$ cat src/rtl/seven_segment_scanner_if.sv
// Display bus between an upstream value source and the seven-segment scanner.
// The master drives the value to show; the slave drives the display pins.
interface seven_segment_scanner_if;
  logic [31:0] number;
  logic [7:0]  digit_enable;
  logic [7:0]  dots;
  logic        seg_a;
  logic        seg_b;
  logic        seg_c;
  logic        seg_d;
  logic        seg_e;
  logic        seg_f;
  logic        seg_g;
  logic        seg_dp;
  logic [7:0]  anodes;
  logic        frame_start;

  modport master (
    output number, digit_enable, dots,
    input  seg_a, seg_b, seg_c, seg_d, seg_e, seg_f, seg_g, seg_dp, anodes, frame_start
  );

  modport slave (
    input  number, digit_enable, dots,
    output seg_a, seg_b, seg_c, seg_d, seg_e, seg_f, seg_g, seg_dp, anodes, frame_start
  );
endinterface

$ cat src/rtl/seven_segment_scanner.sv
// Frame-buffered, time-multiplexed driver for an 8-digit common-anode display (active-low pins).
// Optional anti-ghosting blank at the start of each slot: SEVEN_SEGMENT_SCANNER_BLANKING_GAP_EN.
module seven_segment_scanner #(
  parameter int digit_count   = 8,
  parameter int refresh_width = 16
) (
  input  logic                  clk,
  input  logic                  reset,
  seven_segment_scanner_if.slave bus
);
  localparam logic [2:0] last_index = 3'(digit_count - 1);

  logic [refresh_width-1:0] prescaler_q, prescaler_d;
  logic [2:0]               index_q, index_d;
  logic [31:0]              shadow_number_q, shadow_number_d;
  logic [7:0]               shadow_enable_q, shadow_enable_d;
  logic [7:0]               shadow_dots_q, shadow_dots_d;
  logic                     load_pending_q;
  logic [7:0]               anodes_q, anodes_d;
  logic [6:0]               seg_q, seg_d;
  logic                     seg_dp_q, seg_dp_d;
  logic                     frame_start_q;

  logic       slot_end;
  logic       frame_wrap;
  logic       load;
  logic       blank;
  logic [7:0] digit_lit;
  logic [3:0] nibble;
  logic [6:0] pattern;

  assign slot_end   = &prescaler_q;
  assign frame_wrap = slot_end && (index_q == last_index);
  assign load       = load_pending_q || frame_wrap;
  assign nibble     = shadow_number_q[{index_q, 2'b00} +: 4];

  generate
    for (genvar gi = 0; gi < 8; gi++) begin : g_anode
      if (gi < digit_count) begin : g_live
        assign digit_lit[gi] = (index_q == 3'(gi)) && shadow_enable_q[gi];
      end else begin : g_off
        assign digit_lit[gi] = 1'b0;
      end
    end
  endgenerate

`ifdef SEVEN_SEGMENT_SCANNER_BLANKING_GAP_EN
  assign blank = (prescaler_q[refresh_width-1 -: 4] == 4'd0);
`else
  assign blank = 1'b0;
`endif

  always_comb begin
    // The prescaler holds on the priming load so the first frame has full-length slots.
    prescaler_d     = load_pending_q ? prescaler_q : prescaler_q + 1'b1;
    index_d         = index_q;
    if (slot_end) begin
      index_d = frame_wrap ? 3'd0 : index_q + 3'd1;
    end
    shadow_number_d = load ? bus.number       : shadow_number_q;
    shadow_enable_d = load ? bus.digit_enable : shadow_enable_q;
    shadow_dots_d   = load ? bus.dots         : shadow_dots_q;

    pattern = 7'b0000000;
    case (nibble)
      4'h0: pattern = 7'b1111110;
      4'h1: pattern = 7'b0110000;
      4'h2: pattern = 7'b1101101;
      4'h3: pattern = 7'b1111001;
      4'h4: pattern = 7'b0110011;
      4'h5: pattern = 7'b1011011;
      4'h6: pattern = 7'b1011111;
      4'h7: pattern = 7'b1110000;
      4'h8: pattern = 7'b1111111;
      4'h9: pattern = 7'b1111011;
      4'hA: pattern = 7'b1110111;
      4'hB: pattern = 7'b0011111;
      4'hC: pattern = 7'b1001110;
      4'hD: pattern = 7'b0111101;
      4'hE: pattern = 7'b1001111;
      default: pattern = 7'b1000111;
    endcase
    seg_d    = ~pattern;
    seg_dp_d = ~shadow_dots_q[index_q];
    anodes_d = blank ? 8'hFF : ~digit_lit;
  end

  always_ff @(posedge clk) begin
    if (reset) begin
      prescaler_q     <= '0;
      index_q         <= 3'd0;
      shadow_number_q <= 32'd0;
      shadow_enable_q <= 8'd0;
      shadow_dots_q   <= 8'd0;
      load_pending_q  <= 1'b1;
      anodes_q        <= 8'hFF;
      seg_q           <= 7'h7F;
      seg_dp_q        <= 1'b1;
      frame_start_q   <= 1'b0;
    end else begin
      prescaler_q     <= prescaler_d;
      index_q         <= index_d;
      shadow_number_q <= shadow_number_d;
      shadow_enable_q <= shadow_enable_d;
      shadow_dots_q   <= shadow_dots_d;
      load_pending_q  <= 1'b0;
      anodes_q        <= anodes_d;
      seg_q           <= seg_d;
      seg_dp_q        <= seg_dp_d;
      frame_start_q   <= load;
    end
  end

  assign bus.seg_a       = seg_q[6];
  assign bus.seg_b       = seg_q[5];
  assign bus.seg_c       = seg_q[4];
  assign bus.seg_d       = seg_q[3];
  assign bus.seg_e       = seg_q[2];
  assign bus.seg_f       = seg_q[1];
  assign bus.seg_g       = seg_q[0];
  assign bus.seg_dp      = seg_dp_q;
  assign bus.anodes      = anodes_q;
  assign bus.frame_start = frame_start_q;
endmodule

$ cat src/flat_wrapper.sv
// flat-port wrapper written by rule: the top's interface ports become plain ports
module seven_segment_scanner_flat 
#(
  parameter int digit_count   = 8,
  parameter int refresh_width = 16
)
  (clk, reset, bus_number, bus_digit_enable, bus_dots, bus_seg_a, bus_seg_b, bus_seg_c, bus_seg_d, bus_seg_e, bus_seg_f, bus_seg_g, bus_seg_dp, bus_anodes, bus_frame_start);
  seven_segment_scanner_if bus_i ();
  input  logic clk;
  input  logic reset;
  input wire logic [$bits(bus_i.number)-1:0] bus_number;
  input wire logic [$bits(bus_i.digit_enable)-1:0] bus_digit_enable;
  input wire logic [$bits(bus_i.dots)-1:0] bus_dots;
  output wire logic [$bits(bus_i.seg_a)-1:0] bus_seg_a;
  output wire logic [$bits(bus_i.seg_b)-1:0] bus_seg_b;
  output wire logic [$bits(bus_i.seg_c)-1:0] bus_seg_c;
  output wire logic [$bits(bus_i.seg_d)-1:0] bus_seg_d;
  output wire logic [$bits(bus_i.seg_e)-1:0] bus_seg_e;
  output wire logic [$bits(bus_i.seg_f)-1:0] bus_seg_f;
  output wire logic [$bits(bus_i.seg_g)-1:0] bus_seg_g;
  output wire logic [$bits(bus_i.seg_dp)-1:0] bus_seg_dp;
  output wire logic [$bits(bus_i.anodes)-1:0] bus_anodes;
  output wire logic [$bits(bus_i.frame_start)-1:0] bus_frame_start;
  assign bus_i.number = bus_number;
  assign bus_i.digit_enable = bus_digit_enable;
  assign bus_i.dots = bus_dots;
  assign bus_seg_a = bus_i.seg_a;
  assign bus_seg_b = bus_i.seg_b;
  assign bus_seg_c = bus_i.seg_c;
  assign bus_seg_d = bus_i.seg_d;
  assign bus_seg_e = bus_i.seg_e;
  assign bus_seg_f = bus_i.seg_f;
  assign bus_seg_g = bus_i.seg_g;
  assign bus_seg_dp = bus_i.seg_dp;
  assign bus_anodes = bus_i.anodes;
  assign bus_frame_start = bus_i.frame_start;
  seven_segment_scanner #(.digit_count(digit_count), .refresh_width(refresh_width)) u_core (.clk(clk), .reset(reset), .bus(bus_i));
endmodule
$ cat config.mk
export PLATFORM = sky130hd
export DESIGN_NAME = seven_segment_scanner_flat
export DESIGN_NICKNAME = d
export VERILOG_FILES = /design/src/rtl/seven_segment_scanner_if.sv /design/src/rtl/seven_segment_scanner.sv /design/src/flat_wrapper.sv
export SDC_FILE = /design/constraint.sdc
export NUM_CORES = 1
export LEC_CHECK = 0
export ABC_AREA = 1
export ABC_CLOCK_PERIOD_IN_PS = 2700
export CELL_PAD_IN_SITES_DETAIL_PLACEMENT = 1
export CELL_PAD_IN_SITES_GLOBAL_PLACEMENT = 1
export CORE_MARGIN = 2
export CORE_UTILIZATION = 46
export CTS_CLUSTER_SIZE = 20
export DETAILED_ROUTE_END_ITERATION = 6
export DONT_BUFFER_PORTS = 1
export PLACE_DENSITY_LB_ADDON = 0.1
export SYNTH_ARGS = -nofsm -noshare
export SYNTH_HDL_FRONTEND = slang
export SYNTH_SLANG_ARGS = --single-unit
$ cat constraint.sdc
create_clock -name clk -period 2.7 [get_ports clk]
set_input_delay 0.81 -clock clk [delete_from_list [all_inputs] [get_ports clk]]
set_output_delay 0.81 -clock clk [all_outputs]
set_load 0.02 [all_outputs]
### Word-level counts from Yosys, hierarchy flattened

Memories as Yosys holds them, arrays and structs flattened.
Cells that the tools add are included.

| word-level totals | value |
|---|---|
| bits in registers | 85 |
| memory bits (read-only) | 112 |
| input port bits | 50 |
| output and inout port bits | 17 |
| word-level logic and storage cells | 41 |
| memories | 1 |

Memory list:

| memory | words | bits a word | read ports | clocked after Yosys merged registers in | wr ports | line | text |
|---|---|---|---|---|---|---|---|
| (name not given) | 16 | 7 | 1 | 0 | 0 | seven_segment_scanner.sv:65 | `case (nibble)` |

| cells by class | value |
|---|---|
| $add $sub $neg | 2 |
| magnitude comparators | 1 |
| equality and inequality tests | 7 |
| shifts and indexed selects | 1 |
| mux-type cells | 4 |
| bitwise logic cells | 3 |
| reductions and logical operators | 12 |

Operators with widths:

| kind | count |
|---|---|
| $shiftx 32x6->4 | 1 |
| $add 16x1->16 const B | 1 |
| $reduce_and 16->1 | 1 |
| $eq 3x3->1 const B | 4 |
| $logic_and 1x1->1 | 9 |
| $not 8->8 | 1 |
| $not 7->7 | 1 |
| $eq 3x2->1 const B | 2 |
| $lt 3x4->1 const B | 1 |
| $add 3x1->3 const B | 1 |
| $bmux 1 s3 | 1 |
| $eq 3x1->1 const B | 1 |
| $logic_not 3->1 | 1 |
| $mux 3 | 1 |
| $mux 1 | 2 |
| $logic_or 1x1->1 | 1 |
| $not 1->1 | 1 |

### Longest topological paths before layout

Gate-level depths: netlist of the first run.

| logic depth | value |
|---|---|
| depth after elaboration | 3 |
| gate-level depth with buffers | 12 |
| gate-level depth less buffers | 11 |

### Least setup slack after synthesis of the first run

Ideal clock, no wire load.

| timing path | value |
|---|---|
| path kind | reg2reg |
| from | register u_core.index_q[0] |
| to | register u_core.seg_q[5] |
| library setup time | 115 ps |
| arrival | 1665 ps |
| data required time | 2585 ps |
| slack | 920 ps |
| cell stages (with the launch flop) | 12 |
| path buffers | 2 |
| clock period less this slack | 1780 ps |
| cell sequence | dfxtp_1 inv_2 buf_2 buf_6 o21ai_0 nand3_1 nand2_1 ha_1 inv_1 nor2_1 a21oi_1 nand2_1 |

| on the way | value |
|---|---|
| longest elaborated chain between the ends | 3 |

Ends and longest elaborated chain:

| element | line | text |
|---|---|---|
| start, declared | seven_segment_scanner.sv:14 | `logic [2:0] index_q, index_d;` |
| start signal, assigned | seven_segment_scanner.sv:102 | `index_q <= index_d;` |
| $shiftx 32x6->4 | seven_segment_scanner.sv:35 | `assign nibble = shadow_number_q[{index_q, 2'b00} +: 4];` |
| $mem_v2 16x7 | n/a |  |
| $not 7->7 | seven_segment_scanner.sv:83 | `seg_d = ~pattern;` |
| end signal, assigned | seven_segment_scanner.sv:108 | `seg_q <= seg_d;` |
| end, declared | seven_segment_scanner.sv:20 | `logic [6:0] seg_q, seg_d;` |

Every way passes these cells.
A chain may end at the register's enable or synchronous reset.

### Worst setup path in the final report of the first run

| timing path | value |
|---|---|
| from | register u_core.index_q[1] |
| to | register u_core.seg_q[3] |

Same word-level chain as after synthesis.

==> results of run 1 <==
-- final timing paths --
path                                          start                         endpoint  slack [ns]  depth (start not counted)
min          u_core.shadow_enable_q[5]$_SDFFE_PP0P_  u_core.bus.anodes[5]$_SDFF_PP1_        0.42                          1
max                  u_core.index_q[1]$_SDFFE_PP0P_       u_core.seg_q[3]$_SDFF_PP1_        0.32                         11
max reg2reg          u_core.index_q[1]$_SDFFE_PP0P_       u_core.seg_q[3]$_SDFF_PP1_        0.32                         11
min reg2reg  u_core.shadow_enable_q[5]$_SDFFE_PP0P_  u_core.bus.anodes[5]$_SDFF_PP1_        0.42                          1
-- logic make-up after synthesis --
group / share of synthesized area (%)
buffers and inverters: 8.56
adder cells (fa/ha/maj): 4.28
flip-flops: 44.8
AND/OR/NAND/NOR: 29.8
XOR/XNOR: 0.231
AO/OA/AOI/OAI: 12.3
-- power by group through the flow --
stage | clock network, W | registers [W] | logic, W
floorplan | 0 | 0.00139 | 0.000161
global placement | 0 | 0.00140 | 0.000189
detailed placement | 0 | 0.00140 | 0.000196
CTS | 0.00103 | 0.00137 | 0.000198
global route | 0.00109 | 0.00138 | 0.000227
finish | 0.00100 | 0.00137 | 0.000194
-- flip-flops by register name (all words and copies together), names as in the netlist --
name                    cells
u_core.load_pending_q       1
u_core.index_q              3
u_core.prescaler_q         16
u_core.shadow_dots_q        8
u_core.shadow_number_q     32
u_core.seg_q                7
u_core.bus.frame_start      1
u_core.shadow_enable_q      8
u_core.bus.anodes           8
u_core.bus.seg_dp           1
-- through the flow --
stage	util (%)	power, W	setup slack [ns]	area, um2	hold WS [ns]
finish	50.0	0.00257	0.316	4050	0.421
global route	50.0	0.00269	0.0276	4050	0.444
floorplan	-	0.00155	0.920	3800	0.377
detailed placement	47.2	0.00159	0.285	3820	0.401
global placement	47.2	0.00159	0.311	3820	0.405
CTS	50.0	0.00259	0.249	4050	0.424
-- synth_stat cells --
library cell / n
o21a_1: 1
a21oi_1: 14
nand2_2: 1
nor2_1: 129
nand4_1: 3
buf_6: 6
o21ai_1: 18
nand3_4: 1
inv_2: 5
nor2_2: 11
nor3_1: 2
nand3_2: 1
nor2_4: 1
clkbuf_1: 12
o211ai_1: 1
o221ai_1: 2
nand2_1: 70
nand2_4: 1
buf_4: 1
xor2_1: 1
buf_1: 1
buf_2: 5
inv_1: 41
o21ai_2: 1
o21ai_0: 53
ha_1: 13
nand3b_1: 1
nor3_2: 1
dfxtp_1: 85
nand3_1: 43
clkinv_1: 1
-- metal layers --
metal / share of wire, % / wire, um / up-vias / track usage (%)
li1: - / - / 1651 / -
met1: 47 / 4460 / 1537 / 29.3
met2: 47 / 4460 / 59 / 37.1
met3: 4.0 / 381 / 10 / 5.35
met4: 1.6 / 151 / 0 / 7.61
met5: 0 / 0 / - / 0
-- area by class of cell --
type                    instances  area share (%)
multi-input cells             369            43.8
flip-flops and latches         85            42.0
inverters                      47            4.36
clock buffers                  10            3.40
well taps                     105            3.25
clock inverters                 6            2.13
repair buffers                  4            1.05
-- worst register-to-register path, cell delays in order (launching register included) --
cell and delay, ns:
dfxtp_1 0.68, inv_1 0.36, nor2_1 0.17, o21ai_0 0.09, nand3_1 0.12, nand2_1 0.20, inv_1 0.16, ha_1 0.19
nand3_1 0.14, nand2_1 0.11, nand2_1 0.05, nand3_1 0.07
==> impl_results.md, run 1 <==
* Status: finished, final reports clean
* Minimum clock period at 2.38 ns
* Synth top area share at roughly 45%
* Final std cells w/o fill at about 630
* Tot GR Track Use at 22.6%
* DIE AREA at ~9000 um2
* Fillers at 1069
* Post-Synthesis Cells at 526
* Clock Skew at 0.0110 ns
* Post-DR vias/cell at between 5 and 6
* Hpwl dp at about 6600 um
* Commonest non-fill, non-tap cell in the layout: nor2_1
* Sw Ratio at 24.8%
* Most frequent cells in the layout: nor2_1, dfxtp_1, nand2_1
* CTS clk-pin slew, worst paths at 0.09 ns
* Slew margin rel. at roughly two fifths
* Post CTS Setup Buffer Count at 0
* Register share of total power at a little over half
* Routed wire length at 9450 um
* Peak VDD IR at 339 uV
* Register area at about 1700 um2
* # DRC at 0
* Die X at 94.9 um
* Post-CTS sizing at 0
* Critical Path Sink Type: flop
* Syn_nets at 589
* H-tree depth at 3
* Drt wl/cell at roughly 15 um
* Comb pwr share at approximately 7.5%
* CP peak stage delay at 0.68 ns
* P_sw at between 0.0006 and 0.0007 W
* Pleak at 1.71 nW
* CTS tree: done
* Mapped Area at around 3800 um2
* Critical Path AT at 2.69 ns
* Multi-input gate area at between 1500 and 2000 um2
* Cell family with most CP delay: simple AND/OR/NAND/NOR gates
* Clk_lat worst skew at 0.35 ns
* Final worst-path cycle share at 88.3%
* Final setup viols at 0
* I/O Pins at 67
* # hold bufs at CTS at 0
* Vias in the first global route at approximately 3300
* Core area at 8090 um2
* Yosys cell types at 31
* TritonCTS Sinks at 85
* Area leader, netlist: dfxtp_1
* Mean Syn Cell Area at 7.22 um2
* CP Data Required Time at 3.00 ns
* Worst-Margin Slew at 0.911 ns
* Port bufs at 0
* Fmax at 0.419 GHz
* Clk pwr share at between 30 and 40%
* FP Rows at 33
* Nets at 579
* Antenna violations before repair at 0
* Cells along the critical path: inv_1 > nor2_1 > o21ai_0 > nand3_1 > nand2_1 > inv_1 > ha_1 > nand3_1 > nand2_1 > nand2_1 > nand3_1
* Proportion of layout cells with a drive suffix above 1 at a little over 8%
* Yosys synthesis warning count at 0
* Pins over their slew limit at 0
* Pwr per Cell Area at 634 nW/um2
* Worst-path fanout max at 14
* Root Driver: clkbuf_8
* Synthesis-to-layout area growth at 6.55%
* Worst setup SP type: flop
* Via count at 3257
* Clock Tree Buf Depth at 2
* Clock buffer count from CTS at 9
* Gpl congestion at 0.762
* Detail Route Antenna Nets at 0
* Router iterations before antenna repair at 6
* Cell total after placement at 610
* Sequential-to-total area share from yosys stat at approximately 45%
* RSZ-0062 raised after global routing: false
* Worst Path Buf+Inv at 2
* Largest net degree at the start of global routing at 59
* Initial DRC Count at around 130
* Fin Setup TNS at 0 ns
* Slowest CP cell: dfxtp_1
* Int Pwr at slightly below 0.002 W
* Seq cells post-synth at 85
* Largest cells by area after synthesis: dfxtp_1, nor2_1, o21ai_0
* GRT Residual Overflow at 0
* Die height at 94.9 um
* Max-Cap Viols at 0
* First-pass GRT wire length at 15800 um
* HP Class: flop to flop
* Antenna diode count at 0
* Fin. Hold Viols at 0
* WS Path Type: flop to flop
* Initial Util at 46.9%
Note: power is estimated with default switching activity, not from simulation.
==> run 2, diff against run 1 <==
--- a/config.mk
+++ b/config.mk
@@ -7,10 +7,12 @@
 export LEC_CHECK = 0
 export ABC_AREA = 1
 export ABC_CLOCK_PERIOD_IN_PS = 2700
+export CAP_MARGIN = 10
 export CELL_PAD_IN_SITES_DETAIL_PLACEMENT = 1
 export CELL_PAD_IN_SITES_GLOBAL_PLACEMENT = 1
 export CORE_MARGIN = 2
 export CORE_UTILIZATION = 46
+export CTS_BUF_LIST = sky130_fd_sc_hd__clkbuf_16
 export CTS_CLUSTER_SIZE = 20
 export DETAILED_ROUTE_END_ITERATION = 6
 export DONT_BUFFER_PORTS = 1
==> impl_results.md, run 2 (same netlist as run 1, synthesis figures left out) <==
* Clk_lat worst skew at 0.34 ns (was 0.35 ns)
* Slew margin rel. at 39.6% (was 39.2%)
* TritonCTS Sinks at 85 (unchanged)
* Biggest regs: u_core.shadow_number_q: 32 flops, u_core.prescaler_q: 16 flops (unchanged)
* Peak VDD IR at 421 uV (was 339 uV)
* Drt wl/cell at 15.5 um (was 15.1 um)
* Pwr per Cell Area at 694 nW/um2 (was 634 nW/um2)
* Fin Setup TNS at 0 ns (unchanged)
* CP peak stage delay at 0.66 ns (was 0.68 ns)
* Via count at 3291 (was 3257)
* Worst-path fanout max at 13 (was 14)
* Initial Util at 46.9% (unchanged)
* FF-to-FF setup slack at 0.34 ns (was 0.32 ns)
* Cells along the critical path: clkinv_1 > nand3_1 > nand2_1 > inv_1 > ha_1 > nand3_1 > nand2_1 > nand2_1 > nand3_1 (was inv_1 > nor2_1 > o21ai_0 > nand3_1 > nand2_1 > inv_1 > ha_1 > nand3_1 > nand2_1 > nand2_1 > nand3_1)
* Detail Route Antenna Nets at 0 (unchanged)
* Hold Path End: u_core.bus.anodes[5]$_SDFF_PP1_ (unchanged)
* Final setup viols at 0 (unchanged)
* Clock Tree Buf Depth at 2 (unchanged)
* Cell total after placement at 610 (unchanged)
* WS Path Type: flop to flop (unchanged)
* FP Rows at 33 (unchanged)
* Most frequent cells in the layout: nor2_1, dfxtp_1, nand2_1 (unchanged)
* DIE AREA at 9000 um2 (unchanged)
* Pleak at 1.75 nW (was 1.71 nW)
* DP Area at 3820 um2 (unchanged)
* Pins over their slew limit at 0 (unchanged)
* Cells on Worst Hold Path at 1 (unchanged)
* Slowest CP cell: dfxtp_1 (unchanged)
* Antenna violations before repair at 0 (unchanged)
* Commonest non-fill, non-tap cell in the layout: nor2_1 (unchanged)
* HP Class: flop to flop (unchanged)
* CTS clk-pin slew, worst paths at 0.06 ns (was 0.09 ns)
* Reg2reg start: u_core.index_q[2]$_SDFFE_PP0P_ (was u_core.index_q[1]$_SDFFE_PP0P_)
* # hold bufs at CTS at 0 (unchanged)
* Worst flop-to-flop path endpoint: u_core.seg_q[3]$_SDFF_PP1_ (unchanged)
* Fin. Hold Viols at 0 (unchanged)
* Hold_sp: u_core.shadow_enable_q[5]$_SDFFE_PP0P_ (unchanged)
* Port bufs at 0 (unchanged)
* Fmax at 0.424 GHz (was 0.419 GHz)
* Max-Cap Viols at 0 (unchanged)
* CTS tree: done (unchanged)
* Worst R2R Path Depth at 9 (was 11)
* Nets at 579 (unchanged)
* Critical Path Sink Type: flop (unchanged)
* Power Total at 0.00287 W (was 0.00257 W)
* Die X at 94.9 um (unchanged)
* Routed wire length at 9690 um (was 9450 um)
* Critical Path AT at 2.64 ns (was 2.69 ns)
* Status: finished, final reports clean (unchanged)
* Synthesis-to-layout area growth at 8.99% (was 6.55%)
* Final std cells w/o fill at 626 (unchanged)
* Post CTS Setup Buffer Count at 0 (unchanged)
* WL met3 at 331 um (was 381 um)
* Gpl congestion at 0.762 (unchanged)
* Top reg by flops: u_core.shadow_number_q (unchanged)
* Clock Skew at 0.00734 ns (was 0.0110 ns)
* H-tree depth at 3 (unchanged)
* Root Driver: clkbuf_16 (was clkbuf_8)
* Design Area, Final at 4140 um2 (was 4050 um2)
* Tot GR Track Use at 23.4% (was 22.6%)
* Initial DRC Count at 112 (was 126)
* Max FFs per register at 32 (unchanged)
* DR WL met2 at 4570 um (was 4460 um)
* Antenna diode count at 0 (unchanged)
* Top sig layer: met4 (unchanged)
* I/O Pins at 67 (unchanged)
* CP Data Required Time at 2.98 ns (was 3.00 ns)
* First-pass GRT wire length at 16200 um (was 15800 um)
* Minimum clock period at 2.36 ns (was 2.38 ns)
* Final worst-path cycle share at 87.3% (was 88.3%)
* Post-DR vias/cell at 5.26 (was 5.20)
* # DRC at 0 (unchanged)
* Worst setup SP type: flop (unchanged)
* Core area at 8090 um2 (unchanged)
* M1 WL at 4560 um (was 4460 um)
* RSZ-0062 raised after global routing: false (unchanged)
* Hpwl dp at 6550 um (unchanged)
* Worst-Margin Slew at 0.904 ns (was 0.911 ns)
* Proportion of layout cells with a drive suffix above 1 at 8.25% (unchanged)
* Die height at 94.9 um (unchanged)
* Vias in the first global route at 3379 (was 3324)
* Clock buffer count from CTS at 9 (unchanged)
* GRT Residual Overflow at 0 (unchanged)
* Largest net degree at the start of global routing at 59 (unchanged)
* Router iterations before antenna repair at 4 (was 6)
run 2: metrics by stage:
step	utilization, %	setup slack [ns]	hold slack, ns
6_report	51.2	0.342	0.423
2_1_floorplan	-	0.920	0.377
5_1_grt	51.2	0.0977	0.437
3_3_place_gp	47.2	0.311	0.405
4_1_cts	51.1	0.193	0.418
3_5_place_dp	47.2	0.285	0.401
run 2: cell type report:
type,instances,area (um2)
clock buffer,9,225
clock inverter,7,90.1
multi-input combinational,369,1770
tap,105,131
sequential,85,1700
timing repair buffer,4,42.5
fill,1060,3950
inverter,47,176
run 2: what timing repair did:
| action | CTS | global route |
|---|---|---|
| endpoints found under the setup margin | 0 | 1 |
| gates resized for setup | 0 | 1 |
| endpoints found under the hold margin | 0 | 0 |
run 2: worst max-delay path: cells and delay by family, from the launching register on:
kind / cells / cell delay [ns]
buf+inv: 2 / 0.63
simple gates: 6 / 0.82
fa+ha+maj: 1 / 0.19
flops: 1 / 0.66
run 2: worst max-delay path by stage:
stage / start / end / slack, ns
finish: u_core.index_q[2]$_SDFFE_PP0P_ / u_core.seg_q[3]$_SDFF_PP1_ / 0.34
global route: u_core.index_q[2]$_SDFFE_PP0P_ / u_core.seg_q[3]$_SDFF_PP1_ / 0.1
CTS: u_core.index_q[1]$_SDFFE_PP0P_ / u_core.seg_q[3]$_SDFF_PP1_ / 0.19
detailed placement: u_core.index_q[1]$_SDFFE_PP0P_ / u_core.seg_q[3]$_SDFF_PP1_ / 0.28
global placement: u_core.index_q[1]$_SDFFE_PP0P_ / u_core.seg_q[6]$_SDFF_PP1_ / 0.31
floorplan: u_core.index_q[0]$_SDFFE_PP0P_ / u_core.seg_q[5]$_SDFF_PP1_ / 0.92
run 2: power by group:
group | internal [W] | switching [W] | leakage (nW)
sequential | 0.00132 | 0.0000492 | 0.702
combinational | 0.0000665 | 0.000129 | 0.900
clock | 0.000805 | 0.000504 | 0.153
total | 0.00219 | 0.000682 | 1.75
run 2: per-layer routing:
layer / global-route usage (%) / up-vias
li1: - / 1657
met1: 29.2 / 1558
met2: 38.9 / 60
met3: 4.63 / 16
met4: 11.0 / 0
met5: 0 / -
